===== src/rtl/arb_rr4.sv =====
// rtl/arb_rr4.sv - four-requester round-robin arbiter with bounded grant hold time
module arb_rr4 #(
    parameter int MAX_HOLD = 8
) (
    input  logic       clk,
    input  logic       rst,
    input  logic [3:0] req,
    output logic [3:0] gnt,
    output logic [1:0] gnt_idx,
    output logic       busy,
    output logic       timeout
);

    typedef enum logic {IDLE, GRANT} state_t;

    localparam logic [7:0] HOLD_MAX  = 8'(MAX_HOLD);
    localparam logic [7:0] HOLD_LAST = 8'(MAX_HOLD - 1);

    state_t     state;
    state_t     state_nxt;
    logic [1:0] ptr;
    logic [1:0] ptr_nxt;
    logic [1:0] idx_nxt;
    logic [1:0] winner;
    logic [7:0] hold_cnt;
    logic [7:0] hold_nxt;
    logic       timeout_nxt;
    logic       released;
    logic       expire;

    // Scan from the farthest offset down so the nearest requester to ptr wins.
    always_comb begin
        winner = ptr;
        for (int k = 3; k >= 0; k--) begin
            if (req[ptr + 2'(k)]) begin
                winner = ptr + 2'(k);
            end
        end
    end

    // hold_cnt counts completed grant cycles before the current one.
    assign released = !req[gnt_idx];
    assign expire   = (hold_cnt >= HOLD_LAST);

    always_ff @(posedge clk) begin
        if (rst) begin
            state <= IDLE;
        end else begin
            state <= state_nxt;
        end
    end

    always_comb begin
        state_nxt = state;
        case (state)
            IDLE:    if (req != 4'b0000) state_nxt = GRANT;
            GRANT:   if (released || expire) state_nxt = IDLE;
            default: state_nxt = IDLE;
        endcase
    end

    always_comb begin
        idx_nxt     = gnt_idx;
        ptr_nxt     = ptr;
        hold_nxt    = hold_cnt;
        timeout_nxt = 1'b0;
        case (state)
            IDLE: begin
                if (req != 4'b0000) begin
                    idx_nxt  = winner;
                    hold_nxt = 8'd0;
                end
            end
            GRANT: begin
                if (released) begin
                    ptr_nxt = gnt_idx + 2'd1;
                end else if (expire) begin
                    ptr_nxt     = gnt_idx + 2'd1;
                    timeout_nxt = 1'b1;
                end else if (hold_cnt != HOLD_MAX) begin
                    hold_nxt = hold_cnt + 8'd1;
                end
            end
            default: ;
        endcase
    end

    always_ff @(posedge clk) begin
        if (rst) begin
            gnt_idx  <= 2'b00;
            ptr      <= 2'b00;
            hold_cnt <= 8'd0;
            timeout  <= 1'b0;
        end else begin
            gnt_idx  <= idx_nxt;
            ptr      <= ptr_nxt;
            hold_cnt <= hold_nxt;
            timeout  <= timeout_nxt;
        end
    end

    assign busy = (state == GRANT);
    assign gnt  = busy ? (4'b0001 << gnt_idx) : 4'b0000;

endmodule


===== config.mk =====
export PLATFORM = sky130hd
export DESIGN_NAME = arb_rr4
export DESIGN_NICKNAME = d
export VERILOG_FILES = /design/src/rtl/arb_rr4.sv
export SDC_FILE = /design/constraint.sdc
export NUM_CORES = 1
export LEC_CHECK = 0
export CAP_MARGIN = 20
export CORE_MARGIN = 10
export CORE_UTILIZATION = 40
export DETAILED_ROUTE_END_ITERATION = 10
export PLACE_DENSITY = 0.74
export SYNTH_ARGS = -nofsm -noshare
export SYNTH_HDL_FRONTEND = slang
export SYNTH_SLANG_ARGS = --single-unit

===== constraint.sdc =====
create_clock -name clk -period 1.75 [get_ports clk]
set_input_delay 0.35 -clock clk [delete_from_list [all_inputs] [get_ports clk]]
set_output_delay 0.35 -clock clk [all_outputs]
set_load 0.01 [all_outputs]

# Word-level counts from Yosys, hierarchy flattened
# Cells that the tools add are included.
# totals
regBits	14
latch_bits	0
mem_bits_rw	0
romBits	0
out_inout_bits	8
elab_cells	58
memories	0
# classes
add_sub_neg	5
mul	0
div	0
order_cmp	6
n_eq_ne	6
shift	1
n_mux	26
n_bitwise	2
reduce_logical	7
# ops
operator	n
two-way mux 8 bit	4
one-hot mux 8 bit (2 select lines)	1
< comparator 2 x 3 -> 1 bit (second input constant)	5
two-way mux 2 bit	6
binary-select mux 1 bit (select 2 bit)	5
adder 8 x 1 -> 8 bit (second input constant)	1
greater-or-equal comparator 8 x 3 -> 1 bit (second input constant)	1
two-way mux 1 bit	8
inequality test 8 x 4 -> 1 bit (second input constant)	1
inequality test 2 bit (second input constant)	3
adder 2 x 1 -> 2 bit (second input constant)	2
adder 2 bit (second input constant)	2
two-way mux 4 bit	1
inequality test 2 x 1 -> 1 bit (second input constant)	2
AND reduction 2 bit	2
AND reduction 4 bit	1
nonzero test 4 bit	1
left shift 1 x 2 -> 4 bit (first input constant)	1
OR reduction 3 bit	1
inverter 1 bit	2
one-hot mux 1 bit (2 select lines)	1
zero test 1 bit	1
logical OR 1 bit	1

# Logic depth before layout (Yosys ltp)
# Gate-level depths: netlist (run 1).
# depth
ltp_word	7
depth_mapped	5
mapped_depth_nobuf	5

# Worst setup path before layout (run 1)
# OpenSTA, ideal clock, no wires.
# synth_path
path_kind	flip-flop to flip-flop
start	register gnt_idx[1]
end	register ptr[1]
arrival_time_ns	1.682
required_ns	1.616
path_slack_ns	-0.066
path_stages_with_launch	4
n_path_buf	0
cell_sequence	dfxtp_1 mux4_2 and4_1 or4_1
# synth_via
elab_chain_cells	4
# synth_rtl
element	line_no	rtl
start: declaration	9	output logic [1:0] gnt_idx,
start signal: assignment	95	gnt_idx <= idx_nxt;
binary-select mux 1 bit (select 2 bit)	42	assign released = !req[gnt_idx];
two-way mux 1 bit (implied by the code)	42	
inequality test 2 bit (no source line)	n/a	
AND reduction 2 bit (no source line)	n/a	
end signal: assignment	96	ptr <= ptr_nxt;
end: declaration	21	logic [1:0] ptr;
# Several ways; a longest one is shown, not always the timed one. The select of a mux whose other input is x is not followed.
# A chain may end at the register's enable or synchronous reset.

# Final worst setup path (run 1)
# layout_path
start	register hold_cnt[0]
end	register hold_cnt[3]
# layout_via
elab_chain_cells	5
# layout_rtl
element	line_no	rtl
start: declaration	25	logic [7:0] hold_cnt;
start signal: assignment	97	hold_cnt <= hold_nxt;
adder 8 x 1 -> 8 bit	81	hold_nxt = hold_cnt + 8'd1;
two-way mux 8 bit	80	end else if (hold_cnt != HOLD_MAX) begin
two-way mux 8 bit	77	end else if (expire) begin
two-way mux 8 bit	75	if (released) begin
one-hot mux 8 bit (2 select lines)	67	case (state)
# Several ways; a longest one is shown, not always the timed one. The select of a mux whose other input is x is not followed.

==> summary.txt, run 1 <==
Cells and area
  – Layout area overhead: 45.0%
  – Core Util, Final: 60.6%
  – Share of cells above drive strength 1: 28.6%
  – ANT cells: 0
  – Number of fillers in the final layout: roughly 180
  – Fin nets: 139

Synth
  – Top post-synthesis cells by area: dfxtp_1, ha_1, and2_1
  – Top FF cell, synth: dfxtp_1
  – Sequential cell area fraction in the yosys report: about a third
  – FF+latch count, synth: 14
  – Post-synth top cells: dfxtp_1, and2_1, inv_1
  – Post-synth cell types: 34
  – Syn nets: a little over 100
  – Async S/R FF share, synth: 0%
  – Largest area contributor in the netlist: dfxtp_1
  – Count leader, synth: dfxtp_1
  – Mapped Cells: 89
  – Synth Area per Inst: between 9 and 10 µm²
  – Netlist Area Pre-Place: slightly above 800 µm²
  – Synth top area share: 34.2%
  – EDFF count, synth: 0
  – Synth warn: 0

Global routing
  – Initial antenna violation count: 0
  – Largest net degree at the start of global routing: 12
  – Vias in the first global route: 767
  – Gr usage total: 10.5%
  – Global-route wire length before repair: approximately 3.8 mm
  – Total global routing overflow: 0

Detailed routing
  – Final ANT Viol Nets: 0
  – Vias per cell: between 5 and 6
  – DR WL/cell: ~14 µm
  – Detailed Routing Iterations Pass 1: 4
  – Iter 0 DRT Violations: 22
  – Wirelength, routed: roughly 2.2 mm
  – Met3 WL: 136 µm
  – Drc violations: 0
  – Routed met2 length: 1.04 mm
  – Top Metal Used: met4
  – Wire length on met1: 980 µm
  – Via Count: 802

Clocking
  – Clk sinks: 14
  – CTS HTree Levels: 1
  – CTS tree: built
  – Inserted Clock Buffers: 3
  – CTS Buffer Depth: 2
  – CTS Hold Bufs: 0
  – Worst-path clk slew: 0.08 ns
  – Root Buffer: clkbuf_4
  – Clock latency on the worst-skew pair: between 0.2 and 0.3 ns

STA
  – Worst-Margin Slew: 0.392 ns
  – Setup_tns: 0 ns
  – Highest clock rate: 587 MHz
  – Final min period: 1.70 ns
  – Fin crit share: 97.3%
  – Final setup vio count: 0
  – Rel. slew slack: 73.2%
  – Fin. max-slew vios: 0
  – Skew final: 0.0120 ns
  – Final hold viol count: 0

Critical path
  – Origin of the worst setup path: hold_cnt[0]
  – RR Startpoint: hold_cnt[0]
  – CP endpoint kind: flip-flop
  – Crit path required time: 1.91 ns
  – Max stage delay on crit path: 0.45 ns
  – Crit path cell chain: ha_1 > a2111oi_4 > nand4_1 > o41ai_2
  – Type of the worst setup path: flip-flop to flip-flop
  – Delay-heaviest family, CP: compound AO/OA/AOI/OAI gates
  – WP buf/inv: 0
  – CP max-delay cell: a2111oi_4
  – R2R depth: 4
  – Worst EP arrival: 1.87 ns
  – R2r setup slk: around 0.048 ns
  – Worst r2r dst: hold_cnt[3]
  – Crit Path Max Fanout: 3
  – CP startpoint kind: flip-flop

Min path
  – Worst hold path depth: 1
  – Hold Path End: hold_cnt[5]
  – Hold path startpoint: hold_cnt[5]
  – Hold crit path type: flip-flop to flip-flop

Die
  – Io pins: 14
  – Die area: 4260 µm²
  – Core area: a little under 2000 µm²
  – Die W: approximately 65 µm
  – Chip Height: 65.3 µm
  – Initial Util: 41.8%
  – Row cnt: 16

Outcome
  – Status: finished, final reports clean

Placement
  – RD Place Congestion: 0.828
  – HPWL Detailed: 1.64 mm
  – IO Port Bufs: 13

Power and ir drop
  – Leakage Power: 0.523 nW
  – Pwr dens: about 640 nW/µm²
  – Worst vdd ir: 0.000599 V

Job
  – Max-Cap Viols: 0
-- state kept, by name (all words and copies together) (netlist names) --
signal and cells:
timeout 1, gnt_idx 2, busy 1, hold_cnt 8, ptr 2
-- kinds of logic after synthesis --
kind of cell	Yosys count	share of synthesized area, %
fa+ha+maj	6	9.16
mux	3	5.19
flops	14	34.2
buf+inv	9	4.12
compound gates	23	22.8
simple gates	34	24.6
-- stage by stage --
step | area, µm² | setup WS (ns) | total power (W) | hold slack [ns] | std cells
CTS | 1170 | 0.00918 | 0.000763 | 0.472 | 153
finish | 1190 | 0.0478 | 0.000758 | 0.466 | 153
global route | 1190 | -0.0166 | 0.000803 | 0.503 | 153
floorplan | 821 | 0.0199 | 0.000428 | 0.419 | 89
global placement | 1130 | -0.306 | 0.000528 | 0.444 | 148
detailed placement | 1130 | -0.338 | 0.000532 | 0.448 | 148
-- metal layers --
| layer | track usage, % | vias up |
|---|---|---|
| met1 | 12.9 | 379 |
| met4 | 0.802 | 0 |
| met2 | 17.7 | 23 |
| li1 | - | 398 |
| met5 | 0 | - |
| met3 | 3.90 | 2 |
-- power breakdown --
| group | switching [W] | internal (W) |
|---|---|---|
| Combinational | 0.0000817 | 0.0000968 |
| Clock | 0.000105 | 0.000127 |
| Sequential | 0.0000177 | 0.000330 |
-- layout by cell type, fill, tap and decap left out, types with 2 or more instances in the layout --
cell and n:
buf_4 21, o211ai_1 5, mux2i_1 2, a21oi_1 6, dlygate4sd2_1 4, nand2_1 5, dfxtp_2 2, clkdlybuf4s50_1 5
inv_1 8, nor3b_1 2, nor2_1 3, nand3_1 2, and2_1 8, dfxtp_1 11, clkbuf_4 3, clkdlybuf4s15_1 3
ha_1 6, nand2b_1 4
-- layout make-up --
type	instances	area, µm²	share of cell area (%)
well taps	27	33.8	2.84
repair buffers	34	285	24.0
clock buffers	4	36.3	3.05
inverters	8	30.0	2.53
multi-input cells	66	517	43.5
flip-flops and latches	14	287	24.1
-- repair_timing --
| action | in CTS | in global routing |
|---|---|---|
| pin swaps | 1 | 0 |
| setup endpoints to repair | 7 | 12 |
| buffers inserted | 1 | 0 |
| resized for setup | 9 | 7 |
-- worst max-delay path by stage --
stage	slack, ns	end	cells past startpoint
after floorplan	0.02	ptr[1]	3
final	0.05	hold_cnt[3]	4
after global placement	-0.31	ptr[1]	4
after detailed placement	-0.34	ptr[1]	4
after global routing	-0.02	hold_cnt[3]	4
after CTS	0.009	gnt[2]	4
Note: power is estimated with default switching activity, not from simulation.
==> run 2: changes to the inputs <==
PLACE_DENSITY = 0.72   (was 0.74)
SLEW_MARGIN = 20   (was unset)
clock period = 2.1 ns   (was 1.75 ns; I/O delays follow)
==> summary.txt, run 2 (synthesized netlist as in run 1, its figures left out) <==
Outcome
  – Status: finished, final reports clean

Critical path
  – Worst r2r dst: ptr[1]
  – RR Startpoint: hold_cnt[0]
  – R2R depth: 4
  – Crit path cell chain: inv_1 > ha_1 > and2_1 > clkdlybuf4s50_1
  – Max stage delay on crit path: 0.47 ns
  – Crit path required time: 1.68 ns
  – Crit path depth: 4
  – Type of the worst setup path: flip-flop to output pin
  – Crit path to: gnt[2]
  – Delay-heaviest family, CP: buffers and inverters
  – Worst EP arrival: 1.57 ns
  – Crit Path Max Fanout: 6
  – CP max-delay cell: clkdlybuf4s50_1
  – R2r setup slk: 0.29 ns
  – WP buf/inv: 2
  – Origin of the worst setup path: gnt_idx[0]
  – CP startpoint kind: flip-flop
  – CP endpoint kind: output pin

Global routing
  – Global-route wire length before repair: 3.55 mm
  – Largest net degree at the start of global routing: 16
  – Vias in the first global route: 720
  – Initial antenna violation count: 0
  – Gr usage total: 10.3%
  – Total global routing overflow: 0

Cells and area
  – Top reg by flops: hold_cnt
  – Fin nets: 131
  – Max FFs per register: 8
  – Top flop regs: hold_cnt (8), gnt_idx (2), ptr (2)
  – Commonest cells after routing, fill and taps aside: clkdlybuf4s50_1, buf_4, dfxtp_1
  – Layout area overhead: 34.7%
  – ANT cells: 0
  – Share of cells above drive strength 1: between 20% and 30%

Power and ir drop
  – Sequential share of power: around half
  – Switching Share: between 20 and 30%
  – Leakage Power: 0.448 nW
  – P_sw: 0.000160 W
  – Pwr dens: 522 nW/µm²
  – Comb pwr share: about 23%
  – Clock power share: 26.0%
  – Int Pwr: 0.000416 W
  – Overall power: 0.000576 W
  – Worst vdd ir: between 0.0003 and 0.0004 V

STA
  – Fin. max-slew vios: 0
  – Worst hold margin: 0.468 ns
  – Final min period: between 1.5 and 2 ns
  – Worst-Margin Slew: roughly 0.44 ns
  – Skew final: approximately 0.0067 ns
  – Final setup vio count: 0
  – RSZ-0062 raised after global routing: false
  – Fin crit share: a little over nine tenths
  – Setup_tns: 0 ns
  – Rel. slew slack: 70.6%
  – Highest clock rate: around 500 MHz
  – Final hold viol count: 0

Clocking
  – Clock latency on the worst-skew pair: 0.28 ns
  – Inserted Clock Buffers: 3
  – CTS Buffer Depth: 2
  – Clk sinks: 14
  – CTS tree: built
  – Worst-path clk slew: 0.08 ns
  – CTS HTree Levels: 1
  – Root Buffer: clkbuf_4

Detailed routing
  – Top Metal Used: met4
  – Routed met2 length: around 970 µm
  – Drc violations: 0
  – Final ANT Viol Nets: 0
  – DR WL/cell: roughly 14 µm
  – Via Count: 752
  – Detailed Routing Iterations Pass 1: 4
  – Iter 0 DRT Violations: 27
  – Wire length on met1: 917 µm
  – Vias per cell: ~5.2
  – Wirelength, routed: between 2 and 2.5 mm
  – Met3 WL: 126 µm

Die
  – Die area: between 4000 and 5000 µm²
  – Row cnt: 16
  – Core area: slightly below 2000 µm²
  – Io pins: 14
  – Chip Height: 65.3 µm
  – Die W: 65.3 µm
  – Initial Util: 41.8%

Min path
  – Hold path startpoint: hold_cnt[4]
  – Hold crit path type: flip-flop to flip-flop

Job
  – Max-Cap Viols: 0

Placement
  – IO Port Bufs: 13
  – RD Place Congestion: 0.828
  – HPWL Detailed: 1.59 mm
## run 2: metal layers
metal / track usage (%) / up-vias
met2: 16.1 / 20
met3: 4.58 / 4
met5: 0 / -
met1: 12.3 / 345
li1: - / 383
met4: 2.94 / 0
## run 2: layout make-up
| cell class | count | area (µm²) |
|---|---|---|
| Clock buffer | 3 | 22.5 |
| Fill cell | 194 | 858 |
| Inverter | 8 | 30.0 |
| Multi-Input combinational cell | 66 | 505 |
| Sequential cell | 14 | 284 |
| Tap cell | 27 | 33.8 |
| Timing Repair Buffer | 26 | 228 |
## run 2: power groups by stage
stage | Clock (W) | Sequential [W] | Combinational (W)
4_1_cts | 0.000163 | 0.000293 | 0.000133
5_1_grt | 0.000172 | 0.000298 | 0.000146
3_3_place_gp | 0 | 0.000299 | 0.000129
2_1_floorplan | 0 | 0.000294 | 0.0000625
6_report | 0.000150 | 0.000294 | 0.000132
3_5_place_dp | 0 | 0.000299 | 0.000132
## run 2: worst min path at each step
stage | end | slack (ns) | depth (start not counted)
floorplan | hold_cnt[4] | 0.43 | 1
finish | hold_cnt[4] | 0.47 | 1
global placement | hold_cnt[5] | 0.44 | 1
global route | hold_cnt[4] | 0.50 | 1
CTS | hold_cnt[5] | 0.47 | 1
detailed placement | hold_cnt[5] | 0.45 | 1
## run 2: timing repair
item,CTS,global route
resized for setup,1,2
setup endpoints to repair,1,4
hold buffers,0,0
buffers inserted,0,0
hold endpoints to repair,0,0
## run 2: metrics by stage
stage,std cells,cell area [µm²],setup slack [ns],util [%]
floorplan,89,820,0.284,-
global placement,141,1080,-0.0221,54.9
detailed placement,141,1080,-0.0496,54.9
CTS,144,1100,0.0210,56.1
global route,144,1100,0.00886,56.3
finish,144,1100,0.113,56.3
==> run 3: changes to the inputs <==
SLEW_MARGIN = 25   (was 20)
==> results of run 3 <==
Same layout as run 2: the final DEF is identical, and so are final timing and power.
